$ cat config.mk
export PLATFORM = sky130hd
export DESIGN_NAME = lut_gate_seq
export DESIGN_NICKNAME = d
export VERILOG_FILES = /design/src/rtl/lut_gate_seq.sv
export SDC_FILE = /design/constraint.sdc
export NUM_CORES = 1
export LEC_CHECK = 0
export CORE_UTILIZATION = 47
export CTS_CLUSTER_SIZE = 12
export DETAILED_ROUTE_END_ITERATION = 16
export HOLD_SLACK_MARGIN = 0.02
export PLACE_DENSITY = 0.77
export SYNTH_ARGS = -nofsm -noshare
export SYNTH_HDL_FRONTEND = slang
export SYNTH_SLANG_ARGS = --single-unit
export TNS_END_PERCENT = 5
$ cat constraint.sdc
create_clock -name clk -period 1.3 [get_ports clk]
set_input_delay 0.39 -clock clk [delete_from_list [all_inputs] [get_ports clk]]
set_output_delay 0.39 -clock clk [all_outputs]
set_load 0.1 [all_outputs]
$ cat src/rtl/lut_gate_seq.sv
// lut_gate_seq -- reprogrammable N_IN-input truth-table gate.
//
// The truth table is shifted in serially into a shadow register and is
// copied into the active table in one COMMIT cycle, so lookups never see a
// half-loaded table. Input vectors flow through a one-deep valid/ready stage
// with a registered output.
//
// Optional feature: define LUT_GATE_STATS_EN to add the ones_cnt port. It is
// a saturating count of output handshakes that carried out_bit = 1, and it
// is cleared on cfg_done.
//
// Ports:
//   clk, rst_n         clock, async active-low reset
//   cfg_start          pulse: begin (or restart) a table load
//   cfg_valid/cfg_bit  serial table bits, row 0...0 (table MSB) first
//   cfg_busy           load in progress
//   cfg_done           one-cycle pulse: the new table is now active
//   in_valid/in_ready  input vector handshake, in_vec[N_IN-1] is in1
//   out_valid/out_ready/out_bit  registered result handshake
//   ones_cnt [15:0]    (LUT_GATE_STATS_EN only) ones-output counter
module lut_gate_seq #(
    parameter int                  N_IN       = 3,
    parameter logic [2**N_IN-1:0]  INIT_TABLE = 8'h82
) (
    input  logic            clk,
    input  logic            rst_n,
    input  logic            cfg_start,
    input  logic            cfg_valid,
    input  logic            cfg_bit,
    output logic            cfg_busy,
    output logic            cfg_done,
    input  logic            in_valid,
    output logic            in_ready,
    input  logic [N_IN-1:0] in_vec,
    output logic            out_valid,
    input  logic            out_ready,
    output logic            out_bit
`ifdef LUT_GATE_STATS_EN
    ,
    output logic [15:0]     ones_cnt
`endif
);

    localparam int T  = 2**N_IN;
    localparam int CW = $clog2(T) + 1;
    localparam logic [CW-1:0] LAST = CW'(T - 1);

    localparam logic [1:0] IDLE   = 2'd0;
    localparam logic [1:0] LOAD   = 2'd1;
    localparam logic [1:0] COMMIT = 2'd2;

    logic [1:0]    state;
    logic [CW-1:0] cnt;
    logic [T-1:0]  shadow;
    logic [T-1:0]  active;
    logic          accept;

    assign cfg_busy = (state == LOAD);

    // Config FSM. cfg_start inside LOAD only rewinds the count; the shadow
    // is not cleared because a full load of T bits overwrites it anyway.
    always_ff @(posedge clk or negedge rst_n) begin
        if (!rst_n) begin
            state    <= IDLE;
            cnt      <= '0;
            shadow   <= '0;
            active   <= INIT_TABLE;
            cfg_done <= 1'b0;
        end else begin
            // Registered so the pulse lines up with the new table being live.
            cfg_done <= (state == COMMIT);
            case (state)
                IDLE: begin
                    if (cfg_start) begin
                        state <= LOAD;
                        cnt   <= '0;
                    end
                end
                LOAD: begin
                    if (cfg_start) begin
                        cnt <= '0;
                    end else if (cfg_valid) begin
                        shadow <= {shadow[T-2:0], cfg_bit};
                        if (cnt == LAST) begin
                            cnt   <= '0;
                            state <= COMMIT;
                        end else begin
                            cnt <= cnt + CW'(1);
                        end
                    end
                end
                COMMIT: begin
                    active <= shadow;
                    state  <= IDLE;
                end
                default: state <= IDLE;
            endcase
        end
    end

    // Eval stage. Row idx lives at table bit T-1-idx, which is simply the
    // bitwise inverse of idx over N_IN bits.
    assign in_ready = !out_valid || out_ready;
    assign accept   = in_valid && in_ready;

    always_ff @(posedge clk or negedge rst_n) begin
        if (!rst_n) begin
            out_valid <= 1'b0;
            out_bit   <= 1'b0;
        end else if (accept) begin
            out_valid <= 1'b1;
            out_bit   <= active[~in_vec];
        end else if (out_ready) begin
            out_valid <= 1'b0;
        end
    end

`ifdef LUT_GATE_STATS_EN
    always_ff @(posedge clk or negedge rst_n) begin
        if (!rst_n) begin
            ones_cnt <= '0;
        end else if (cfg_done) begin
            ones_cnt <= '0;
        end else if (out_valid && out_ready && out_bit && ones_cnt != 16'hFFFF) begin
            ones_cnt <= ones_cnt + 16'd1;
        end
    end
`endif

endmodule
# Word level (Yosys, flattened, before mapping)
# Index checks and enable logic that the tools add are counted.
# classes
n_eq_ne	8
bitwise_logic	2
reduce_logical	9
muxes	14
add_sub_neg	1
n_lt_le_gt_ge	1
# ops
cell	n
2-to-1 mux 4 bit	4
2-to-1 mux 2 bit	4
case mux 4 bit (2 select lines)	1
!= test 2 bit, second input constant	3
AND reduction 3 bit	2
adder 4 x 1 -> 4 bit, second input constant	1
== test 4 x 3 -> 1 bit, second input constant	1
less-than comparator 3 x 4 -> 1 bit, second input constant	1
case mux 2 bit (2 select lines)	1
AND reduction 4 bit	1
nonzero test 2 bit	2
binary-select mux 1 bit (select 3 bit)	1
2-to-1 mux 1 bit	3
!= test 3 bit, second input constant	1
inverter 3 bit	1
== test 2 x 1 -> 1 bit, second input constant	1
== test 2 bit, second input constant	1
zero test 2 bit	1
!= test 2 x 1 -> 1 bit, second input constant	1
logical AND 1 bit	1
zero test 1 bit	1
logical OR 1 bit	1
inverter 1 bit	1
# totals
input_bits	10
out_inout_bits	5
wordCells	42
reg_bits	25

# Logic depth before layout (Yosys ltp)
# logic_depth
word_depth	5
mapped_depth	4
depth_no_buf	4

# Worst setup path after synthesis
# Ideal clock, no wire load.
# synth_path
kind	flip-flop to flip-flop
startpoint	register out_valid
endpoint	register out_bit
path_slack_ns	-0.971
setup_time_ns	0.079
path_buffers	0
synth_period_minus_slack_ns	2.271
required_ns	1.221
arrival_ns	2.192
stages_incl_launch_ff	4
path_cell_list	dfrtp_1 -> nand2b_1 -> nand2_1 -> mux2i_1
# synth_between
elab_chain_len	3
# synth_rtl
item	line_no	text
from (decl)	35	output logic out_valid,
from (signal assigned)	108	out_valid <= 1'b0;
from (signal assigned)	111	out_valid <= 1'b1;
from (signal assigned)	114	out_valid <= 1'b0;
zero test 1 bit	103	assign in_ready = !out_valid || out_ready;
logical OR 1 bit	103	
net in_ready	33	output logic in_ready,
logical AND 1 bit	104	assign accept = in_valid && in_ready;
to (signal assigned)	112	out_bit <= active[~in_vec];
to (decl)	37	output logic out_bit
# The timed path passes the listed nets, and every way through them passes these cells.
# A chain may end at the register's enable or synchronous reset.

# Worst setup path in the final report
# layout_path
startpoint	register state[1]
endpoint	output port cfg_busy
# layout_between
elab_chain_len	1
# layout_rtl
item	line_no	text
from (decl)	52	logic [1:0] state;
from (signal assigned)	64	state <= IDLE;
from (signal assigned)	75	state <= LOAD;
from (signal assigned)	86	state <= COMMIT;
== test 2 x 1 -> 1 bit	58	assign cfg_busy = (state == LOAD);
to (decl)	30	output logic cfg_busy,
# Every way passes these cells.

==> flow_summary.yaml <==
global_route:
  grtUsageMet3_pct: 2.68
  overflow: 0
  grt_pass1_wl_um: 3460
  grt_antenna_before_repair: 0
  grt.busiest_layer: "met2"
  use_met1_pct: 23.5
  grt.total_usage_pct: 18.7
  grt_max_degree: 26
  grt_use_met2_pct: 32.2
  first_global_vias: 754
drt:
  drt_iter0_drc: 5
  first_pass_iters: 4
  avgViaCountPerCell: 5.39
  antenna_left: 0
  drt_wl_total_um: 2260
  drcViolationCount: 0
  post_drt_wl_per_cell_um: 16.0
  vias: 760
layout:
  n_antenna_cell: 0
  n_fill_cell: 163
  drive_gt1_share_pct: 45.1
  area_growth_pct: 37.0
  layout_common_cells: "dfrtp_1 (22), buf_4 (13), mux2_4 (11)"
  fin_util_pct: 69.1
  final_net_count: 125
  layout_commonest_cell: "dfrtp_1"
  final-instance-count-excl-fill: 141
timing:
  fin_crit_sh_pct: 120
  setup_viol: 22
  relSlewSlack_pct: 81.7
  skew_ps: 6.37
  rsz0062_at_grt: "true"
  worst_slack_ps: -254
  fmax_ghz: 0.643
  hold_violations: 0
  period_minus_slack_ps: 1550
  worst_pin_slew_ps: 274
  slew_viol_final: 0
clocking:
  clockBufferDepth: 2
  cts_htree_levels: 1
  tritoncts: "yes"
  cts_hold_buffers: 0
  cts-root-buf: "clkbuf_4"
  clkTransAtPathRegs_ps: 130
  numCtsBuffers: 3
  clock_latency_ps: 310
  cts.sinks: 25
floorplan:
  ios: 15
  die_area_um2: 2600
  die_width_um: 51.0
  coreArea_um2: 2230
  fp-row-count: 17
  die_y_um: 51.0
  initial_utilization_pct: 50.4
run_status:
  outcome: "finished with violations"
  violations: "setup timing"
setup_path:
  critPathMaxFanout: 2
  worst-r2r-setup-slack_ps: -110
  r2r-start: "state[1]"
  worstRegToRegCells: 5
  end_kind: "output pin"
  cp-startpoint: "state[1]"
  critPathLaunchType: "flop"
  r2r-end: "active[4]"
  worstSetupEndpoint: "cfg_busy"
  required_ps: 910
  arrival_ps: 1160
  path_class: "reg2out"
yosys:
  post-synth-top-area-fraction_pct: 51.1
  synth_seq_area_share_pct: 55.8
  synth_top_cell_by_area: "dfrtp_1"
  yosys-top-cells-area: "dfrtp_1 (51%), mux2_4 (11%), dfstp_2 (4.7%)"
  yosysUniqueCellTypes: 26
  syn-num-nets: 93
  ys_warn_count: 0
  avgSynthCellArea_um2: 13.7
  syn_inst: 82
  netlist_area_um2: 1130
  ys_ff_latch: 25
power_and_ir_drop:
  p_int_mw: 1.22
  leakage_nw: 0.733
  sw_frac_of_total_pct: 26.8
  p_sw_mw: 0.447
  power.density_nw_per_um2: 1080
  combPwrFrac_pct: 20.6
  ir_drop_v: 0.000633
  seqPwrFrac_pct: 59.1
  p_clk_share_pct: 20.2
  total_power_mw: 1.67
worst_hold_path:
  hold_path_class: "in2async"
placed_design:
  hpwlAfterDp_um: 1550
  gp_congestion: 0.731
  placed_cells: 130
  port_buffers: 14
run:
  maxCapViolCount: 0
## logic make-up after synthesis
| group | count (synthesis) | share of synthesized area [%] |
|---|---|---|
| adders and majority gates | 1 | 1.11 |
| xor gates and xnor gates | 1 | 0.778 |
| DFF | 25 | 55.8 |
| buffers and inverters | 7 | 3.44 |
| muxes | 22 | 25.1 |
| AOI/OAI and AO/OA | 14 | 7.22 |
| and+or+nand+nor | 12 | 6.56 |
## cell type report
type / count / area [µm²] / share of cell area, %
clock buffer: 3 / 22.5 / 1.46
clock inverter: 1 / 5.00 / 0.324
inverter: 4 / 15.0 / 0.973
multi-input combinational: 50 / 508 / 32.9
sequential: 25 / 629 / 40.8
tap: 28 / 35.0 / 2.27
timing repair buffer: 30 / 328 / 21.2
## layer usage
metal,part of all wire (%),vias to the layer above,wire (µm)
met2,50,21,1140
met3,3.6,6,82
met1,44,380,991
li1,-,353,-
met4,2.3,0,53
met5,0,-,0
## worst min path at each step
stage | to | slack (ps) | depth (start not counted) | start
finish | active[5] | 410 | 2 | rst_n
global route | active[5] | 420 | 2 | rst_n
CTS | out_bit | 420 | 2 | rst_n
detailed placement | active[3] | 480 | 1 | active[3]
global placement | active[5] | 480 | 1 | active[5]
floorplan | active[0] | 90 | 0 | rst_n
## cell usage after synthesis
library cell	count
dfrtp_1	23
mux2_4	8
o21ai_0	6
mux2i_1	5
inv_1	4
mux2_1	4
mux2_2	4
nand2b_1	4
nand2_1	3
o21ai_1	3
a21oi_1	2
dfstp_2	2
and2_1	1
and3_4	1
buf_2	1
buf_4	1
buf_6	1
ha_1	1
mux4_2	1
nand3_1	1
nor2b_1	1
nor2b_2	1
o2111ai_1	1
o31a_1	1
o41ai_1	1
xor2_1	1
## power by group through the flow
stage	Combinational [mW]	Clock [mW]	Sequential, mW
6_report	0.344	0.337	0.986
5_1_grt	0.367	0.369	0.999
4_1_cts	0.338	0.346	0.983
3_5_place_dp	0.332	0	0.997
3_3_place_gp	0.318	0	0.983
2_1_floorplan	0.216	0	0.974
## state kept, by name, indices dropped and copies added (netlist names)
| name | cells |
|---|---|
| out_bit | 1 |
| active | 8 |
| cnt | 4 |
| out_valid | 1 |
| state | 2 |
| cfg_done | 1 |
| shadow | 8 |
## repair_timing
| action | in CTS | in global routing |
|---|---|---|
| setup buffers | 5 | 2 |
| gates resized for setup | 6 | 7 |
| setup endpoints to repair | 14 | 23 |
| pin swaps | 1 | 2 |
## critical path: stages (launching register included)
cell and delay [ps]:
dfrtp_1 440, nor2b_4 140, buf_6 110, buf_12 160
## metrics by stage
| step | worst slack [ps] | hold WS, ps | setup TNS, ps | cell area (µm²) |
|---|---|---|---|---|
| 2_1_floorplan | -537 | 94.4 | -5860 | 1130 |
| 3_3_place_gp | -422 | 480 | -4380 | 1420 |
| 6_report | -254 | 413 | -1890 | 1540 |
| 5_1_grt | -300 | 416 | -2750 | 1540 |
| 4_1_cts | -260 | 417 | -1170 | 1500 |
| 3_5_place_dp | -478 | 476 | -4820 | 1420 |
No activity file was read; power rests on OpenSTA's default activity.
